===== src/rtl/demux_lane_scheduler_pkg.sv =====
// Shared types, default sizes and helpers for the bit-demux lane scheduler.
package demux_sched_pkg;

    localparam int DEF_NB_LANES       = 4;
    localparam int DEF_SEL_W          = 2;
    localparam int DEF_SYMS_PER_FRAME = 8;
    localparam int DEF_CNT_W          = 8;

    typedef enum logic [1:0] {
        IDLE    = 2'd0,
        COLLECT = 2'd1,
        HOLD    = 2'd2
    } schedState_t;

    // Index of the lowest set bit; 0 when the mask is empty.
    function automatic logic [DEF_SEL_W-1:0] lowest_set(input logic [DEF_NB_LANES-1:0] mask);
        logic [DEF_SEL_W-1:0] res;
        res = '0;
        for (int i = DEF_NB_LANES - 1; i >= 0; i--) begin
            if (mask[i]) begin
                res = DEF_SEL_W'(i);
            end
        end
        return res;
    endfunction

endpackage


===== src/rtl/demux_lane_scheduler_lane_next_finder.sv =====
// Combinational search for the next enabled lane above the current one.
module lane_next_finder #(
    parameter int NB_LANES = 4,
    parameter int SEL_W    = 2
) (
    input  logic [NB_LANES-1:0] inMask,
    input  logic [SEL_W-1:0]    inLane,
    output logic [SEL_W-1:0]    outNextLane,
    output logic                outIsLast
);

    // Scan downward so the final hit is the closest set lane above inLane.
    always_comb begin
        outNextLane = inLane;
        outIsLast   = 1'b1;
        for (int i = NB_LANES - 1; i >= 0; i--) begin
            if (inMask[i] && (i > int'(inLane))) begin
                outNextLane = SEL_W'(i);
                outIsLast   = 1'b0;
            end
        end
    end

endmodule


===== src/rtl/demux_lane_scheduler.sv =====
// Lane scheduler for the 1:4 bit demux: steers serial bits round-robin over
// the enabled lanes, assembles symbols and counts them per frame.
//
// state   | meaning
// --------+-------------------------------------------------------------
// IDLE    | waiting for inEnable with a non-zero lane mask
// COLLECT | accepting bits, one per enabled lane, ascending
// HOLD    | symbol complete, presented until inSymbolReady
module demux_lane_scheduler
    import demux_sched_pkg::*;
#(
    parameter int NB_LANES       = DEF_NB_LANES,
    parameter int SEL_W          = DEF_SEL_W,
    parameter int SYMS_PER_FRAME = DEF_SYMS_PER_FRAME,
    parameter int CNT_W          = DEF_CNT_W
) (
    input  logic                inClock,
    input  logic                inReset,
    input  logic                inEnable,
    input  logic [NB_LANES-1:0] inLaneMask,
    input  logic                inBitValid,
    input  logic                inBit,
    output logic                outBitReady,
    output logic [SEL_W-1:0]    outSel,
    output logic [NB_LANES-1:0] outLaneStrobe,
    output logic [NB_LANES-1:0] outSymbol,
    output logic                outSymbolValid,
    input  logic                inSymbolReady,
    output logic                outLast,
    output logic                outBusy,
    output logic                outCfgErr
);

    schedState_t         state;
    logic [NB_LANES-1:0] maskLatched;
    logic [CNT_W-1:0]    symCount;
    logic [SEL_W-1:0]    nextLane;
    logic                laneIsLast;
    logic                bitAccept;
    logic                isLastSym;

    // outSel doubles as the current-lane register.
    lane_next_finder #(
        .NB_LANES (NB_LANES),
        .SEL_W    (SEL_W)
    ) uNextFinder (
        .inMask      (maskLatched),
        .inLane      (outSel),
        .outNextLane (nextLane),
        .outIsLast   (laneIsLast)
    );

    assign bitAccept     = inBitValid & outBitReady;
    assign outLaneStrobe = bitAccept ? (NB_LANES'(1) << outSel) : '0;
    assign isLastSym     = (symCount == CNT_W'(SYMS_PER_FRAME - 1));

    // Scheduler FSM; every output except the strobe is registered here.
    always_ff @(posedge inClock) begin
        if (inReset) begin
            state          <= IDLE;
            maskLatched    <= '0;
            symCount       <= '0;
            outSel         <= '0;
            outSymbol      <= '0;
            outBitReady    <= 1'b0;
            outSymbolValid <= 1'b0;
            outLast        <= 1'b0;
            outBusy        <= 1'b0;
            outCfgErr      <= 1'b0;
        end else begin
            case (state)
                IDLE: begin
                    if (inEnable && (inLaneMask != '0)) begin
                        maskLatched <= inLaneMask;
                        outSel      <= lowest_set(inLaneMask);
                        outSymbol   <= '0;
                        symCount    <= '0;
                        outBitReady <= 1'b1;
                        outBusy     <= 1'b1;
                        outCfgErr   <= 1'b0;
                        state       <= COLLECT;
                    end else begin
                        // Error tracks an enable request with an empty mask.
                        outCfgErr <= inEnable;
                    end
                end
                COLLECT: begin
                    if (!inEnable) begin
                        // Abort drops the partial symbol; nothing is emitted.
                        symCount    <= '0;
                        outSymbol   <= '0;
                        outBitReady <= 1'b0;
                        outBusy     <= 1'b0;
                        state       <= IDLE;
                    end else if (bitAccept) begin
                        outSymbol[outSel] <= inBit;
                        if (laneIsLast) begin
                            outBitReady    <= 1'b0;
                            outSymbolValid <= 1'b1;
                            outLast        <= isLastSym;
                            state          <= HOLD;
                        end else begin
                            outSel <= nextLane;
                        end
                    end
                end
                HOLD: begin
                    if (inSymbolReady) begin
                        outSymbolValid <= 1'b0;
                        outLast        <= 1'b0;
                        if (outLast) begin
                            symCount <= '0;
                            outBusy  <= 1'b0;
                            state    <= IDLE;
                        end else begin
                            symCount    <= symCount + CNT_W'(1);
                            outSymbol   <= '0;
                            outSel      <= lowest_set(maskLatched);
                            outBitReady <= 1'b1;
                            state       <= COLLECT;
                        end
                    end
                end
                default: begin
                    state <= IDLE;
                end
            endcase
        end
    end

endmodule


===== config.mk =====
export PLATFORM = sky130hd
export DESIGN_NAME = demux_lane_scheduler
export DESIGN_NICKNAME = d
export VERILOG_FILES = /design/src/rtl/demux_lane_scheduler_pkg.sv /design/src/rtl/demux_lane_scheduler_lane_next_finder.sv /design/src/rtl/demux_lane_scheduler.sv
export SDC_FILE = /design/constraint.sdc
export NUM_CORES = 1
export LEC_CHECK = 0
export BUFFER_PORTS_ARGS = -buffer_cell sky130_fd_sc_hd__buf_4
export CORE_MARGIN = 10
export CORE_UTILIZATION = 45
export DETAILED_ROUTE_END_ITERATION = 10
export PLACE_DENSITY = 0.66
export REMOVE_ABC_BUFFERS = 1
export SETUP_SLACK_MARGIN = 0.2
export SKIP_LAST_GASP = 1
export SYNTH_ARGS = -nofsm -noshare
export SYNTH_HDL_FRONTEND = slang
export SYNTH_SLANG_ARGS = --single-unit

===== constraint.sdc =====
create_clock -name inClock -period 5.99 [get_ports inClock]
set_input_delay 0 -clock inClock [delete_from_list [all_inputs] [get_ports inClock]]
set_output_delay 0 -clock inClock [all_outputs]
set_load 0.005 [all_outputs]

==> key figures <==
Outcome
  • Outcome: finished, final reports clean

Yosys
  • Sequential area share after synthesis: 34.7%
  • Yosys top cell by area: dfxtp_1
  • EDFF count, synth: 0
  • FFs w/ async S/R, synth: 0%
  • Prevailing post-synth register cell: dfxtp_1
  • Yosys reg bits: 25
  • Synth warn: 0
  • Dominant cells by area after synthesis: dfxtp_1, ha_1, nand2_1
  • Most common cell in the netlist: dfxtp_1
  • Syn_area_per_cell: 8.10 µm²
  • Mapped cell area: 1440 µm²
  • Synth Instances: 178
  • Top cell type's share of synthesized area: 34.7%
  • Yosys cell types: 37
  • Top post-synthesis cells by count: dfxtp_1, nand2_1, nor2_1, o21ai_0, a21oi_1

Die
  • Die Y: 76.6 µm
  • Core Area: 3050 µm²
  • Die ar.: 5870 µm²
  • Die width: 76.6 µm
  • Initial core utilization: 47.3%
  • Ports: 25
  • Standard-cell rows: 20

STA
  • Skew final: 0.00407 ns
  • Setup TNS Final: 0 ns
  • Period minus WS final: 2.36 ns
  • RSZ-0062 raised after global routing: no
  • Slew headroom: 59.1%
  • Worst-margin pin slew: 0.614 ns
  • Endpoints failing hold: 0
  • Final period util: 39.4%
  • Fmax: 0.424 GHz
  • Setup violators final: 0
  • PnR worst setup slack: 3.63 ns
  • WHS: 0.0299 ns
  • Final slew viol count: 0

Layout
  • Number of diodes: 0
  • Layout cells sized above 1: 16.6%
  • Design area: 1730 µm²
  • Multi-input gate area: 898 µm²
  • Area growth, synth to finish: 19.9%
  • Util after Layout: 56.6%
  • Register Area: 500 µm²
  • Fillcell total: 299
  • Final #Nets: 222
  • Final cell count without fillers: 249

GRT
  • Grt ovf: 0
  • First-pass GRT wire length: 6050 µm
  • Global routing usage on met2: 20.2%
  • Total track usage: 12.0%
  • Met3 usage: 2.12%
  • Vias in the first global route: 1,314
  • GR peak layer: met2
  • Initial antenna violation count: 0
  • Pin count of the biggest net entering global routing: 28
  • Routing usage on met1: 15.1%

Pwr
  • P_leak: 0.644 nW
  • Maximum VDD drop: 0.138 mV
  • Seq pwr share: 40.0%
  • Net Sw Power: 224 µW
  • Logic pwr share: 46.6%
  • Clock power frac: 13.4%
  • Sw frac: 40.8%
  • Cell Int Power: 325 µW
  • Pwr dens: 318 nW/µm²
  • PnR Total Power: 549 µW

Placement
  • Place WS: 3.69 ns
  • Hpwl dp: 2670 µm
  • RePlAce Congestion: 0.845
  • Placed Cells: 240
  • DP Area: 1650 µm²
  • Port bufs: 24

Setup path
  • CP delay by family, top: compound AO/OA/AOI/OAI gates
  • Reg2reg start: state[1]
  • Req. time, crit path: 6.24 ns
  • Critical path type: reg -> reg
  • Critical path arrival: 2.61 ns
  • Crit path buf inv count: 1
  • CP max stage cell: a2111oi_4
  • Worst Setup Start Kind: register
  • Crit. End Element: register
  • Crit path cell chain: inv_1 -> ha_1 -> and2_1 -> a2111oi_4 -> nand2_1 -> or3_1 -> a21oi_1
  • R2R setup slack: 3.63 ns
  • Critical Path Start: state[1]
  • Critical Path Fanout Max: 13
  • Slowest Stage Delay on Critical Path: 0.62 ns

Detailed routing
  • DRT Wirelength: 3490 µm
  • DRC: 0
  • Drt pass-1 iters: 4
  • Via count: 1,410
  • 1st-iter DRT viols: 78
  • Vias/cell: 5.66
  • ANT nets after route: 0
  • WL/cell: 14.0 µm

Clock network
  • Cts bufs inserted: 3
  • H-Tree Depth: 1
  • Post-CTS Resized: 0
  • Clk buf depth: 2
  • Clk_lat worst skew: 0.31 ns
  • Postcts setup bufs: 0
  • CTS sink cnt: 25
  • Worst-path clk slew: 0.13 ns
  • CTS tree: yes
  • Root buf cell: clkbuf_4
  • Hold-fix buffer count after cts: 5

Worst hold path
  • HP Class: in -> reg
  • HP Start: inReset

Job
  • Max Cap Violations: 0
flip-flops by register name, summed over array words and instances (netlist names):
| name | count |
|---|---|
| outCfgErr | 1 |
| maskLatched | 4 |
| state | 2 |
| outSel | 2 |
| outBitReady | 1 |
| outBusy | 1 |
| outSymbolValid | 1 |
| outSymbol | 4 |
| outLast | 1 |
| symCount | 8 |
power by group through the flow:
stage	clock, mW	combinational, mW	sequential (mW)
after floorplan	0	0.178	0.217
after global placement	0	0.251	0.222
after detailed placement	0	0.254	0.222
after CTS	0.0769	0.257	0.219
after global routing	0.0831	0.293	0.225
final	0.0734	0.256	0.220
cells by family after synthesis:
kind of cell / share of synthesized area [%]
simple gates: 27.2
compound gates: 27.6
flops: 34.7
buf+inv: 3.04
fa+ha+maj: 5.20
mux: 2.25
path summary, 6_finish.rpt:
kind / end / depth (start not counted)
worst max-delay path: symCount[3] / 7
worst min-delay path: outSymbol[3] / 2
worst min register to register: outSymbolValid / 2
worst max register to register: symCount[3] / 7
placed cells by master, fill, tap and decap left out, types with 6 or more instances in the layout:
cell and count:
a21oi_1 13, a22oi_1 8, buf_4 24, dfxtp_1 25, ha_1 6, nand2_1 19, nand2b_1 7, nand3_1 6
nor2_1 19, nor2b_1 6, nor4_1 6, o21ai_0 14
layer usage:
| layer | share of wire [%] | wire, µm |
|---|---|---|
| met1 | 48 | 1670 |
| met2 | 49 | 1710 |
| met3 | 2.7 | 95 |
| met4 | 0.54 | 19 |
| met5 | 0 | 0 |
final cells by class:
cell class                 instances  share of cell area, %
sequential                        25                   28.9
inverter                           5                   1.09
tap                               44                   3.18
clock buffer                       4                   1.52
multi-input combinational        142                   52.0
timing repair buffer              29                   13.3
Power figures use the tool's default switching activity.
